<file path="config.mk">
export PLATFORM = sky130hd
export DESIGN_NAME = rle_sprite_loader
export DESIGN_NICKNAME = d
export VERILOG_FILES = /design/src/rtl/rle_sprite_loader.sv
export SDC_FILE = /design/constraint.sdc
export NUM_CORES = 1
export LEC_CHECK = 0
export CORE_MARGIN = 2
export CORE_UTILIZATION = 55
export DETAILED_ROUTE_END_ITERATION = 8
export GPL_ROUTABILITY_DRIVEN = 1
export PLACE_DENSITY = 0.86
export REMOVE_ABC_BUFFERS = 1
export SLEW_MARGIN = 25
export SYNTH_ARGS = -nofsm -noshare
export SYNTH_HDL_FRONTEND = slang
export SYNTH_SLANG_ARGS = --single-unit
</file>
<file path="constraint.sdc">
create_clock -name Clk -period 6.5 [get_ports Clk]
set_input_delay 1.3 -clock Clk [delete_from_list [all_inputs] [get_ports Clk]]
set_output_delay 1.3 -clock Clk [all_outputs]
set_load 0.01 [all_outputs]
</file>
<file path="src/rtl/rle_sprite_loader.sv">
// rle_sprite_loader
// Decodes a run-length-encoded sprite image from the sprite ROM into the frame RAM.
// Each ROM byte is {run-1, palette index}. The loader writes one pixel per cycle
// from a latched base address and stops after exactly PIX_COUNT pixels.
// Optional build macro: SPRITE_LOADER_TRANSPARENT_SKIP_EN
//   defined   -> runs of index 0 advance the pixel count without writing RAM
//   undefined -> index 0 is written like any other index
//
// state   | meaning
// S_IDLE  | waiting for start; bases latched on an accepted start
// S_FETCH | rom_addr presented, ROM byte arrives next cycle
// S_LATCH | ROM byte captured, run clamped to the remaining pixels
// S_RUN   | one pixel write per cycle until the run is exhausted
// S_DONE  | one-cycle done pulse, then back to idle
module rle_sprite_loader #(
    parameter int PIX_COUNT = 35344,
    parameter int ROM_AW    = 16,
    parameter int RAM_AW    = 19
) (
    input  logic              Clk,
    input  logic              Reset_n,
    input  logic              start,
    input  logic [ROM_AW-1:0] rom_base,
    input  logic [RAM_AW-1:0] ram_base,
    output logic [ROM_AW-1:0] rom_addr,
    input  logic [7:0]        rom_data,
    output logic              we,
    output logic [RAM_AW-1:0] wr_addr,
    output logic [3:0]        wr_data,
    output logic              busy,
    output logic              done,
    output logic              error
);

    localparam int PCW = $clog2(PIX_COUNT + 1);
    // Wide enough for pix_cnt plus a 16-pixel run without overflow.
    localparam int CW  = PCW + 5;
    localparam logic [CW-1:0]  PIX_TOTAL = CW'(PIX_COUNT);
    localparam logic [PCW-1:0] PIX_LAST  = PCW'(PIX_COUNT);

    typedef enum logic [2:0] {
        S_IDLE,
        S_FETCH,
        S_LATCH,
        S_RUN,
        S_DONE
    } state_t;

    state_t            state, state_d;
    logic [RAM_AW-1:0] ram_base_q, ram_base_d;
    logic [PCW-1:0]    pix_cnt, pix_cnt_d;
    logic [3:0]        run_left, run_left_d;
    logic [ROM_AW-1:0] rom_addr_d;
    logic              we_d;
    logic [RAM_AW-1:0] wr_addr_d;
    logic [3:0]        wr_data_d;
    logic              busy_d;
    logic              done_d;
    logic              error_d;

    logic [CW-1:0]     run_raw;
    logic [CW-1:0]     remaining;
    logic [CW-1:0]     run_eff;
    logic [CW-1:0]     run_m1;
    logic [CW-1:0]     pix_after;
    logic              overrun;
    logic              skip;

    // Run-length decode of the current ROM byte, clamped to the pixels still owed.
    always_comb begin
        run_raw   = CW'(rom_data[7:4]) + CW'(1);
        remaining = PIX_TOTAL - CW'(pix_cnt);
        overrun   = (run_raw > remaining);
        run_eff   = overrun ? remaining : run_raw;
        run_m1    = run_eff - CW'(1);
        pix_after = CW'(pix_cnt) + run_eff;
        skip      = 1'b0;
`ifdef SPRITE_LOADER_TRANSPARENT_SKIP_EN
        skip      = (rom_data[3:0] == 4'd0);
`endif
    end

    // Next-state and next registered-output logic.
    always_comb begin
        state_d    = state;
        ram_base_d = ram_base_q;
        pix_cnt_d  = pix_cnt;
        run_left_d = run_left;
        rom_addr_d = rom_addr;
        we_d       = 1'b0;
        wr_addr_d  = wr_addr;
        wr_data_d  = wr_data;
        error_d    = error;

        case (state)
            S_IDLE: begin
                if (start) begin
                    rom_addr_d = rom_base;
                    ram_base_d = ram_base;
                    pix_cnt_d  = '0;
                    error_d    = 1'b0;
                    state_d    = S_FETCH;
                end
            end
            S_FETCH: begin
                state_d = S_LATCH;
            end
            S_LATCH: begin
                rom_addr_d = rom_addr + ROM_AW'(1);
                if (overrun) begin
                    error_d = 1'b1;
                end
                if (skip) begin
                    pix_cnt_d = pix_after[PCW-1:0];
                    state_d   = (pix_after == PIX_TOTAL) ? S_DONE : S_FETCH;
                end else begin
                    we_d       = 1'b1;
                    wr_data_d  = rom_data[3:0];
                    wr_addr_d  = ram_base_q + RAM_AW'(pix_cnt);
                    pix_cnt_d  = pix_cnt + PCW'(1);
                    run_left_d = run_m1[3:0];
                    state_d    = S_RUN;
                end
            end
            S_RUN: begin
                // run_left counts the writes still owed after the one on the bus now.
                if (run_left == 4'd0) begin
                    state_d = (pix_cnt == PIX_LAST) ? S_DONE : S_FETCH;
                end else begin
                    we_d       = 1'b1;
                    wr_addr_d  = ram_base_q + RAM_AW'(pix_cnt);
                    pix_cnt_d  = pix_cnt + PCW'(1);
                    run_left_d = run_left - 4'd1;
                end
            end
            S_DONE: begin
                state_d = S_IDLE;
            end
            default: begin
                state_d = S_IDLE;
            end
        endcase

        busy_d = (state_d == S_FETCH) || (state_d == S_LATCH) || (state_d == S_RUN);
        done_d = (state_d == S_DONE);
    end

    // State register and registered outputs, synchronous active-low reset.
    always_ff @(posedge Clk) begin
        if (!Reset_n) begin
            state      <= S_IDLE;
            ram_base_q <= '0;
            pix_cnt    <= '0;
            run_left   <= '0;
            rom_addr   <= '0;
            we         <= 1'b0;
            wr_addr    <= '0;
            wr_data    <= '0;
            busy       <= 1'b0;
            done       <= 1'b0;
            error      <= 1'b0;
        end else begin
            state      <= state_d;
            ram_base_q <= ram_base_d;
            pix_cnt    <= pix_cnt_d;
            run_left   <= run_left_d;
            rom_addr   <= rom_addr_d;
            we         <= we_d;
            wr_addr    <= wr_addr_d;
            wr_data    <= wr_data_d;
            busy       <= busy_d;
            done       <= done_d;
            error      <= error_d;
        end
    end

endmodule

</file>
==> impl_metrics.yaml, run 1 <==
synthesis:
  synth_xor_area_frac: 0.0477
  synth_flop_cell: "dfxtp_1"
  ys_ff_latch: 85
  ys_seq_area_frac: 0.343
  synth_adder_area_share: 0.0696
  yosys_warnings: 0
  synth_top_family_by_area: "simple AND/OR/NAND/NOR gates"
  synth-simple-area-share: 0.266
  ys_types: 65
  async_reset_ff_frac: 0
  synth_compound_gate_area_share: 0.216
  synth_mux_area_frac: 0.0149
  synth.avg_cell_area_sq_um: 7.65
  synth_edf_count: 0
  syn_area_sq_um: 4960
  postSynthCellCount: 648
placed_design:
  hpwl_mm: 9.67
  portBuffers: 88
  gp_congestion: 0.964
  dp.cells: 816
sta:
  clock_skew_ps: 12.3
  hold_viol_final: 0
  worst-slew-pin-transition_ps: 813
  fin_tns_setup_ps: 0
  rsz0062_at_grt: "false"
  slew_viol_final: 0
  setup_viol: 0
  post-route-period-util: 0.667
  maxSlewHeadroom: 0.452
  fmax_ghz: 0.231
  finalCriticalPeriod_ps: 4340
min_path:
  hold_path_class: "reg -> reg"
global_routing:
  grt_overflow: 0
  grt_pass1_vias: 4757
  grt_max_degree: 67
  grt_use_total: 0.276
  grt_pass1_wl_mm: 22.4
  antenna_found_initial: 0
floorplan:
  row_count: 34
  dieWidth_um: 99.0
  ioPinCount: 89
  start_util: 0.569
  dieArea_sq_um: 9790
  die_h_um: 99.0
  core-area_sq_um: 8720
clock_tree:
  cts-resized-gates: 0
  ctsHoldBuffers: 0
  cts_setup_buffers: 0
  clk_pin_slew_ps: 90
  clock-sinks: 85
  numCtsBuffers: 9
  cts_tree: "built"
  clockBufferDepth: 2
  cts_max_level: 3
  clock-root-buffer: "clkbuf_8"
  clkLatencyLatePin_ps: 350
final_layout:
  layout_commonest_cell: "nand2_1"
  layout_common_cells: "104 x nand2_1, 88 x clkdlybuf4s50_1, 85 x dfxtp_1"
  insertedDiodeCount: 0
  area_growth_pct: 23.1
  final_nets: 792
  fin_cells: 832
  drive_gt1_frac: 0.0511
drt:
  final_antenna_net_count: 0
  wl_met2_mm: 6.45
  met1_length_mm: 5.97
  drc: 0
  wl_per_cell_um: 16.3
  wirelength_mm: 13.5
  first_pass_iters: 6
  dr_total_vias: 5035
  top_layer: "met4"
  dr_wl_met3_um: 729
  via_per_inst: 6.05
  drtIter0Drc: 314
critical_path:
  required_ps: 6780
  crit_fanout: 4
  critPathKind: "in -> reg"
  critPathArrivalTime_ps: 4620
  end_kind: "register"
  start_kind: "input pin"
power_and_ir_drop:
  leakage_uw: 0.00234
  peakVddDrop_mv: 0.153
  power_density_nw_per_um2: 206
job:
  max-cap-violations: 0
outcome:
  status: "completed"
-- synth_stat cells, drive strengths merged (2+ instances only) --
master / n / share of area
nor2b: 3 / 0.0038
or3: 9 / 0.011
a222oi: 2 / 0.0040
clkbuf: 25 / 0.019
dfxtp: 85 / 0.34
a41oi: 2 / 0.0035
and2: 6 / 0.0076
nand2: 104 / 0.079
o31ai: 5 / 0.0076
or2: 2 / 0.0025
a21oi: 77 / 0.078
a311oi: 4 / 0.0071
nand3b: 2 / 0.0030
o221a: 2 / 0.0045
nor3b: 4 / 0.0061
nand3: 25 / 0.025
inv: 21 / 0.016
mux2i: 7 / 0.015
a22oi: 6 / 0.0091
nand4: 10 / 0.013
ha: 26 / 0.066
nor3: 15 / 0.016
nand2b: 4 / 0.0050
a211oi: 9 / 0.015
o221ai: 6 / 0.011
buf: 7 / 0.0078
o211ai: 4 / 0.0071
and3: 16 / 0.020
xnor2: 17 / 0.030
a21o: 5 / 0.0076
a21boi: 2 / 0.0030
o21ai: 26 / 0.027
nor2: 68 / 0.051
or4: 5 / 0.0091
o21a: 5 / 0.0076
nor4: 4 / 0.0081
a2111oi: 3 / 0.0053
xor2: 10 / 0.018
-- per-stage QoR --
stage | utilization | instance area [sq um] | power [uW] | hold slack, ps | setup WS, ps
after CTS | 0.700 | 6100 | 1260 | 460 | 2170
after global routing | 0.700 | 6100 | 1310 | 482 | 1960
after floorplan | - | 4830 | 724 | 441 | 2600
after global placement | 0.674 | 5870 | 831 | 441 | 1980
after detailed placement | 0.674 | 5880 | 843 | 448 | 1830
final | 0.700 | 6100 | 1260 | 458 | 2160
-- report_power, final --
part	internal (uW)	leakage, uW	switching (uW)
logic	113	0.00154	140
clock network	219	0.000106	203
registers	552	0.000693	28.8
total	883	0.00234	372
-- per-layer routing --
| layer | GRT usage | up-vias |
|---|---|---|
| met4 | 0.0980 | 0 |
| met3 | 0.0518 | 33 |
| met1 | 0.365 | 2370 |
| met2 | 0.452 | 172 |
| met5 | 0 | - |
| li1 | - | 2460 |
-- flip-flops by register name, indices dropped and copies added (netlist names) --
name,cells
wr_addr,19
wr_data,4
ram_base_q,19
state,3
run_left,4
error,1
rom_addr,16
busy,1
pix_cnt,16
we,1
done,1
-- critical path, cell delays in order --
cell,delay [ps]
clkdlybuf4s50_1,480
ha_1,260
and3_1,190
ha_1,300
and3_1,190
nand3_1,80
o311ai_0,140
or3_1,450
nor4_4,250
mux2i_1,260
mux2i_2,130
ha_1,230
xor2_1,160
a21oi_1,170
-- final cells by class --
class                      count  area (sq um)
timing repair buffer          92           911
tap                          108           135
clock buffer                   9           124
fill                         723          2620
multi-input combinational    510          3050
clock inverter                 7          97.6
sequential                    85          1700
inverter                      21          81.3
-- final timing paths --
| check | start | endpoint | slack, ps | cells after the start |
|---|---|---|---|---|
| min | wr_addr[4] | wr_addr[4] | 460 | 2 |
| max | rom_data[4] | run_left[2] | 2160 | 14 |
| max reg2reg | pix_cnt[0] | run_left[2] | 2550 | 15 |
| min reg2reg | wr_addr[4] | wr_addr[4] | 460 | 2 |
-- logic make-up after synthesis --
family                     Yosys count
AOI/OAI and AO/OA                  169
xor gates and xnor gates            27
adders and majority gates           27
buffers and inverters               53
DFF                                 85
muxes                                7
and+or+nand+nor                    280
No activity file was read; power rests on OpenSTA's default activity.
==> run 2: changes to the inputs <==
CORE_UTILIZATION = 48   (was 55)
PLACE_DENSITY = 0.8   (was 0.86)
clock period = 3.5 ns   (was 6.5 ns; I/O delays follow)
==> impl_metrics.yaml, run 2 (synthesis results as in run 1) <==
drt:
  drtIter0Drc: 350
  via_per_inst: 5.75
  dr_total_vias: 5089
  final_antenna_net_count: 0
  wirelength_mm: 13.9
  drc: 0
  wl_per_cell_um: 15.7
  first_pass_iters: 5
clock_tree:
  clock-root-buffer: "clkbuf_8"
  numCtsBuffers: 9
  cts_max_level: 3
  clockBufferDepth: 2
  clk_pin_slew_ps: 90
  cts_tree: "built"
  clkLatencyLatePin_ps: 350
  clock-sinks: 85
global_routing:
  grt_max_degree: 50
  grt_use_total: 0.249
  antenna_found_initial: 0
  grt_overflow: 0
  grt_pass1_vias: 4916
  grt_pass1_wl_mm: 22.9
sta:
  fin_hold_ws_ps: 455
  clock_skew_ps: 8.83
  fin_tns_setup_ps: 0
  setup_viol: 0
  maxSlewHeadroom: 0.483
  finalCriticalPeriod_ps: 3370
  post-route-period-util: 0.962
  slew_viol_final: 0
  fmax_ghz: 0.297
  hold_viol_final: 0
  worst-slew-pin-transition_ps: 768
power_and_ir_drop:
  power_density_nw_per_um2: 357
  peakVddDrop_mv: 0.233
  leakage_uw: 0.00248
final_layout:
  num-fill-cells: 903
  reg_top3: "ram_base_q x19, wr_addr x19"
  layout_common_cells: "104 x nand2_1, 86 x clkdlybuf4s50_1, 85 x dfxtp_1"
  drive_gt1_frac: 0.0988
  final_util: 0.625
  area_growth_pct: 28.5
  final_nets: 818
  fin_cells: 885
  insertedDiodeCount: 0
  layout_commonest_cell: "nand2_1"
floorplan:
  start_util: 0.487
  dieArea_sq_um: 11200
  row_count: 37
  ioPinCount: 89
  die_h_um: 106
  dieWidth_um: 106
  core-area_sq_um: 10200
critical_path:
  required_ps: 3780
  crit_fanout: 3
  critPathKind: "in -> reg"
  start_kind: "input pin"
  critPathArrivalTime_ps: 3640
  end_kind: "register"
min_path:
  hold_path_class: "reg -> reg"
placed_design:
  gp_congestion: 0.962
  portBuffers: 88
  dp.cells: 867
  hpwl_mm: 10.1
job:
  max-cap-violations: 0
outcome:
  status: "completed"
run 2: changes by cell type in the layout (fill, tap and decap cells not counted), moves of 2 or more:
cell / before / now
a211oi_2: 1 / 3
ha_2: 0 / 2
clkdlybuf4s50_1: 88 / 86
ha_1: 26 / 24
a211oi_1: 8 / 6
buf_4: 4 / 30
run 2: what timing repair did:
action                                  4_1_cts  5_1_grt
resized for setup                            10        6
hold buffers                                  0        0
gates cloned                                  0        0
pin swaps                                     7        3
endpoints found under the setup margin        3        5
buffers inserted                              1        2
run 2: layer usage:
metal | part of all wire | vias up | wire length (um) | global-route usage
met5 | 0 | - | 0 | 0
met4 | 0.019 | 0 | 262 | 0.0883
met3 | 0.066 | 27 | 911 | 0.0427
met2 | 0.49 | 209 | 6850 | 0.435
met1 | 0.42 | 2338 | 5830 | 0.309
li1 | - | 2515 | - | -
run 2: critical path, stage by stage:
cell             delay, ps
clkdlybuf4s50_1        490
nand3_1                130
xnor2_2                170
ha_1                   290
and3_4                 170
nand3_2                 60
o311ai_2               110
or3_4                  420
nor4_4                 250
mux2i_1                240
o21a_1                 160
ha_2                   280
a211oi_2               160
run 2: layout make-up:
class	instances	area [sq um]	area share
tap	136	170	0.0267
clock inverter	5	58.8	0.00923
multi-input combinational	510	3120	0.489
clock buffer	10	138	0.0216
sequential	85	1700	0.267
timing repair buffer	118	1110	0.174
inverter	21	78.8	0.0124
run 2: report_power, final:
part / total [uW] / switching (uW) / internal (uW)
logic: 497 / 266 / 231
registers: 1080 / 51.8 / 1020
clock network: 701 / 355 / 347
total: 2270 / 673 / 1600
run 2: worst paths after layout:
check / from / endpoint / slack [ps] / cells after the start
setup reg to reg: pix_cnt[2] / run_left[1] / 180 / 10
hold reg to reg: wr_addr[6] / wr_addr[6] / 450 / 2
hold / removal: wr_addr[6] / wr_addr[6] / 450 / 2
setup / recovery: rom_data[6] / run_left[1] / 130 / 13
run 2: stage by stage:
step / cell area (sq um) / total power [uW] / worst slack, ps
after floorplan: 4830 / 1350 / 140
after global placement: 6090 / 1560 / -332
after detailed placement: 6090 / 1580 / -459
after CTS: 6330 / 2280 / 8.76
after global routing: 6370 / 2390 / -30.7
final: 6370 / 2270 / 133
